### config.mk
export PLATFORM = sky130hd
export DESIGN_NAME = t_counter
export DESIGN_NICKNAME = d
export VERILOG_FILES = /design/src/rtl/t_counter_pkg.sv /design/src/rtl/t_ff.sv /design/src/rtl/t_counter.sv
export SDC_FILE = /design/constraint.sdc
export NUM_CORES = 1
export LEC_CHECK = 0
export CORE_ASPECT_RATIO = 1.2
export CORE_MARGIN = 1.5
export CORE_UTILIZATION = 49
export CTS_BUF_LIST = sky130_fd_sc_hd__clkbuf_16
export DETAILED_ROUTE_END_ITERATION = 7
export PLACE_DENSITY = 0.81
export SLEW_MARGIN = 15
export SYNTH_ARGS = -nofsm -noshare
export SYNTH_HDL_FRONTEND = slang
export SYNTH_SLANG_ARGS = --single-unit
### constraint.sdc
create_clock -name clk -period 2.68 [get_ports clk]
set_clock_uncertainty 0.1 [all_clocks]
set_input_delay 0.67 -clock clk [delete_from_list [all_inputs] [get_ports clk]]
set_output_delay 0.67 -clock clk [all_outputs]
set_load 0.02 [all_outputs]
### src/rtl/t_counter_pkg.sv
// Shared constants for the toggle-stage up/down modulo counter.
package t_counter_pkg;

    localparam int   WIDTH_DEFAULT = 8;
    localparam logic DIR_UP        = 1'b1;
    localparam logic DIR_DOWN      = 1'b0;

endpackage

### src/rtl/t_ff.sv
// Single toggle stage: q inverts on a clock edge whenever t is high.
module t_ff (
    input  logic clk,
    input  logic rst_n,
    input  logic t,
    output logic q,
    output logic q_bar
);

    logic r_q;

    always_ff @(posedge clk or negedge rst_n) begin
        if (!rst_n) begin
            r_q <= 1'b0;
        end else if (t) begin
            r_q <= ~r_q;
        end
    end

    assign q     = r_q;
    assign q_bar = ~r_q;

endmodule

### src/rtl/t_counter.sv
// Up/down modulo counter built from toggle stages; next state is computed
// here and turned into a per-bit toggle vector, tc flags a wrap on the prior edge.
module t_counter
    import t_counter_pkg::*;
#(
    parameter int WIDTH = WIDTH_DEFAULT
) (
    input  logic             clk,
    input  logic             rst_n,
    input  logic             enable,
    input  logic             up,
    input  logic             load,
    input  logic [WIDTH-1:0] load_val,
    input  logic [WIDTH-1:0] mod_val,
    output logic [WIDTH-1:0] q,
    output logic [WIDTH-1:0] q_bar,
    output logic             tc
);

    logic [WIDTH-1:0] w_q;
    logic [WIDTH-1:0] w_q_bar;
    logic [WIDTH-1:0] w_last;
    logic [WIDTH-1:0] w_next;
    logic [WIDTH-1:0] w_t;
    logic             w_wrap;
    logic             r_tc;

    // A zero modulus selects the full binary range.
    assign w_last = (mod_val == '0) ? '1 : (mod_val - WIDTH'(1));

    always_comb begin
        w_next = w_q;
        w_wrap = 1'b0;
        if (load) begin
            w_next = load_val;
        end else if (enable) begin
            if (up == DIR_UP) begin
                if (w_q >= w_last) begin
                    w_next = '0;
                    w_wrap = 1'b1;
                end else begin
                    w_next = w_q + WIDTH'(1);
                end
            end else begin
                if (w_q == '0) begin
                    w_next = w_last;
                    w_wrap = 1'b1;
                end else begin
                    w_next = w_q - WIDTH'(1);
                end
            end
        end
    end

    assign w_t = w_q ^ w_next;

    for (genvar i = 0; i < WIDTH; i++) begin : g_stage
        t_ff u_t_ff (
            .clk   (clk),
            .rst_n (rst_n),
            .t     (w_t[i]),
            .q     (w_q[i]),
            .q_bar (w_q_bar[i])
        );
    end

    always_ff @(posedge clk or negedge rst_n) begin
        if (!rst_n) begin
            r_tc <= 1'b0;
        end else begin
            r_tc <= w_wrap;
        end
    end

    assign q     = w_q;
    assign q_bar = w_q_bar;
    assign tc    = r_tc;

endmodule

==> results by group <==
Hold path
  • Worst min path class: primary input to async pin

Critical path
  • Crit Reg-Reg Startpoint: g_stage[2].u_t_ff.q
  • CP Capture Type: register
  • Setup CP Type: primary input to register
  • Max FO, Critical Path: 8
  • CP Data Arrival Time: 2910 ps
  • CP top delay family: simple AND/OR/NAND/NOR gates
  • R2r setup slk: 350 ps
  • CP startpoint: mod_val[1]
  • Cells along the critical path: buf_8 -> buf_4 -> nor3_2 -> xor2_1 -> a21oi_4 -> ha_4 -> or4_4 -> a21oi_4 -> o311a_4 -> buf_4 -> a31o_2
  • Critical-path top delay cell: or4_4
  • Worst Path Required: 2750 ps
  • CP peak stage delay: 550 ps
  • CP startpoint kind: primary input
  • Worst Path Buf+Inv: 3

Logic synthesis
  • Synth area leader: dfrtp_1
  • Post-Synthesis Cells: 179
  • Top cell type's share of synthesized area: 16.1%
  • Post-synth ARST share: 100%
  • Main synth FF type: dfrtp_1
  • Register bit count reported by yosys: 9
  • Post-synth cell types: 46
  • Mapped cell area: 1400 um2
  • Register area share after synthesis: 16.1%
  • Net Count, Synth: 213
  • Avg Cell Area, Syn: 7.81 um2
  • Yosys Warn Count: 0
  • Synth area leaders: dfrtp_1 16%, ha_1 12%, buf_4 8.6%, a21oi_1 5.0%, xnor2_1 3.8%
  • Post-synth EDFFs: 0

Timing
  • Hold WS: 656 ps
  • Max Slew Vio Count: 0
  • Final period util: 106%
  • PnR worst setup slack: -152 ps
  • Fmax: 353 MHz
  • RSZ-0062 raised after global routing: yes
  • Final setup fails: 9
  • Worst-Margin Slew: 463 ps
  • Final Hold Violating Endpoints: 0
  • Post-layout minimum cycle time: 2830 ps
  • Max-Slew Margin vs Limit: 69.1%

Floorplan
  • Core ar.: 2760 um2
  • Full die area: 3190 um2
  • Top Ports: 38
  • Initial Util: 50.7%
  • Die height: 61.5 um
  • # rows: 21
  • Die X: 51.8 um

GRT
  • Largest net degree at the start of global routing: 19
  • Number of global-route vias before repair: 1652
  • GRT Util Overall: 32.7%
  • Initial antenna violation count: 0
  • First-pass GRT wire length: 7550 um
  • Grt total ovfl: 0

CTS
  • CTS Buf Count: 3
  • Clk pin slew, worst setup/hold paths: 40 ps
  • CTS HTree Levels: 1
  • CTS Sinks: 9
  • CTS tree: yes
  • Max clock buf depth: 2
  • Worst skew pair latency: 230 ps
  • Root buffer cell: clkbuf_16

Power
  • Switching Power: 0.000366 W
  • P_leak: 0.952 nW
  • Gate power share: 52.7%
  • Internal: 0.000599 W
  • Sw Ratio: 37.9%
  • Flop pwr share: 20.2%
  • Final total power: 0.000964 W
  • Max VDD drop: 0.279 mV
  • Clock group share of total power: 27.0%
  • Power Dens Cells: 435 nW/um2

Cells and area
  • Fill cells: 182
  • Nets@finish: 272
  • Commonest non-fill, non-tap cell in the layout: buf_4
  • Synth-to-layout area growth: 58.6%
  • Most frequent cells in the layout: 37 x buf_4, 29 x clkdlybuf4s50_1, 12 x inv_1
  • Layout cell share with drive strength beyond 1: 33.8%
  • Diode count: 0

Placed design
  • RePlAce Congestion: 0.906
  • Detail Placement HPWL: 3320 um
  • Buffers on Ports: 37
  • Pre-CTS setup slack: -767 ps

Detailed routing
  • Post-route DRC: 0
  • Antenna Nets Post-Route: 0
  • Initial drt markers: 69
  • Total number of vias: 1628
  • Average routed wire per standard cell: 18.4 um
  • DRT Wirelength: 5000 um
  • Drt via density: 6.01
  • TritonRoute pass-1 iters: 4

Outcome
  • Failing checks: negative setup slack
  • Status: finished with violations

Job
  • Max-cap viol count: 0
-- layout make-up --
class	instances	area (um2)	area share (%)
tap	34	42.5	1.92
multi-input combinational	134	1130	51.0
inverter	14	65.1	2.93
sequential	9	225	10.2
clock buffer	3	75.1	3.38
timing repair buffer	76	674	30.4
clock inverter	1	3.75	0.169
-- cells in the mapped netlist, types with 3 or more instances --
| cell | number |
|---|---|
| nand2b_1 | 3 |
| mux2i_1 | 4 |
| nand2_1 | 11 |
| o21ai_0 | 10 |
| a21oi_1 | 14 |
| ha_1 | 13 |
| buf_4 | 16 |
| nor3_1 | 9 |
| nand3_1 | 9 |
| nand4_1 | 4 |
| inv_1 | 13 |
| dfrtp_1 | 9 |
| xnor2_1 | 6 |
| nor3b_1 | 3 |
| nor2_1 | 9 |
| xor2_1 | 4 |
| buf_6 | 3 |
-- logic make-up after synthesis --
logic type / count (synthesis) / share of synthesized area (%)
DFF: 9 / 16.1
xor gates and xnor gates: 10 / 6.26
buffers and inverters: 36 / 17.1
AOI/OAI and AO/OA: 45 / 20.8
and+or+nand+nor: 62 / 25.2
muxes: 4 / 2.86
adders and majority gates: 13 / 11.6
-- worst paths after layout --
kind,endpoint,cells after the start
max,g_stage[7].u_t_ff.q,11
min,g_stage[5].u_t_ff.q,1
max reg2reg,g_stage[3].u_t_ff.q,5
min reg2reg,g_stage[1].u_t_ff.q,4
max in group asynchronous,g_stage[3].u_t_ff.q,1
min in group clk,g_stage[1].u_t_ff.q,4
-- stage by stage --
step / cells / setup TNS [ps] / utilization (%) / cell area [um2]
floorplan: 179 / -16.6 / - / 1470
global placement: 256 / -5950 / 69.0 / 1900
detailed placement: 256 / -6290 / 69.0 / 1900
CTS: 270 / -219 / 79.6 / 2200
global route: 271 / -1520 / 80.4 / 2220
finish: 271 / -954 / 80.4 / 2220
-- power by group through the flow --
stage,registers [W],clock network (W),logic [W]
3_3_place_gp,0.000191,0,0.000413
5_1_grt,0.000197,0.000276,0.000544
2_1_floorplan,0.000178,0,0.000295
4_1_cts,0.000193,0.000261,0.000483
6_report,0.000195,0.000261,0.000509
3_5_place_dp,0.000192,0,0.000424
-- repair_timing --
action / in CTS / in global routing
buffers inserted: 10 / 1
pin swaps: 17 / 9
endpoints found under the hold margin: 0 / 0
gates resized for setup: 55 / 7
hold buffers: 0 / 0
endpoints found under the setup margin: 9 / 9
-- state kept, by name, indices dropped and copies added (netlist names) --
signal	flops
tc	1
g_stage.u_t_ff.q	8
-- per-layer routing --
layer  vias up  wire [um]  track usage [%]
li1        751          -                -
met1       754       1810             35.3
met2       101       2670             61.4
met3        22        314             3.40
met4         0        206             20.3
met5         -          0                0
Note: power is estimated with default switching activity, not from simulation.
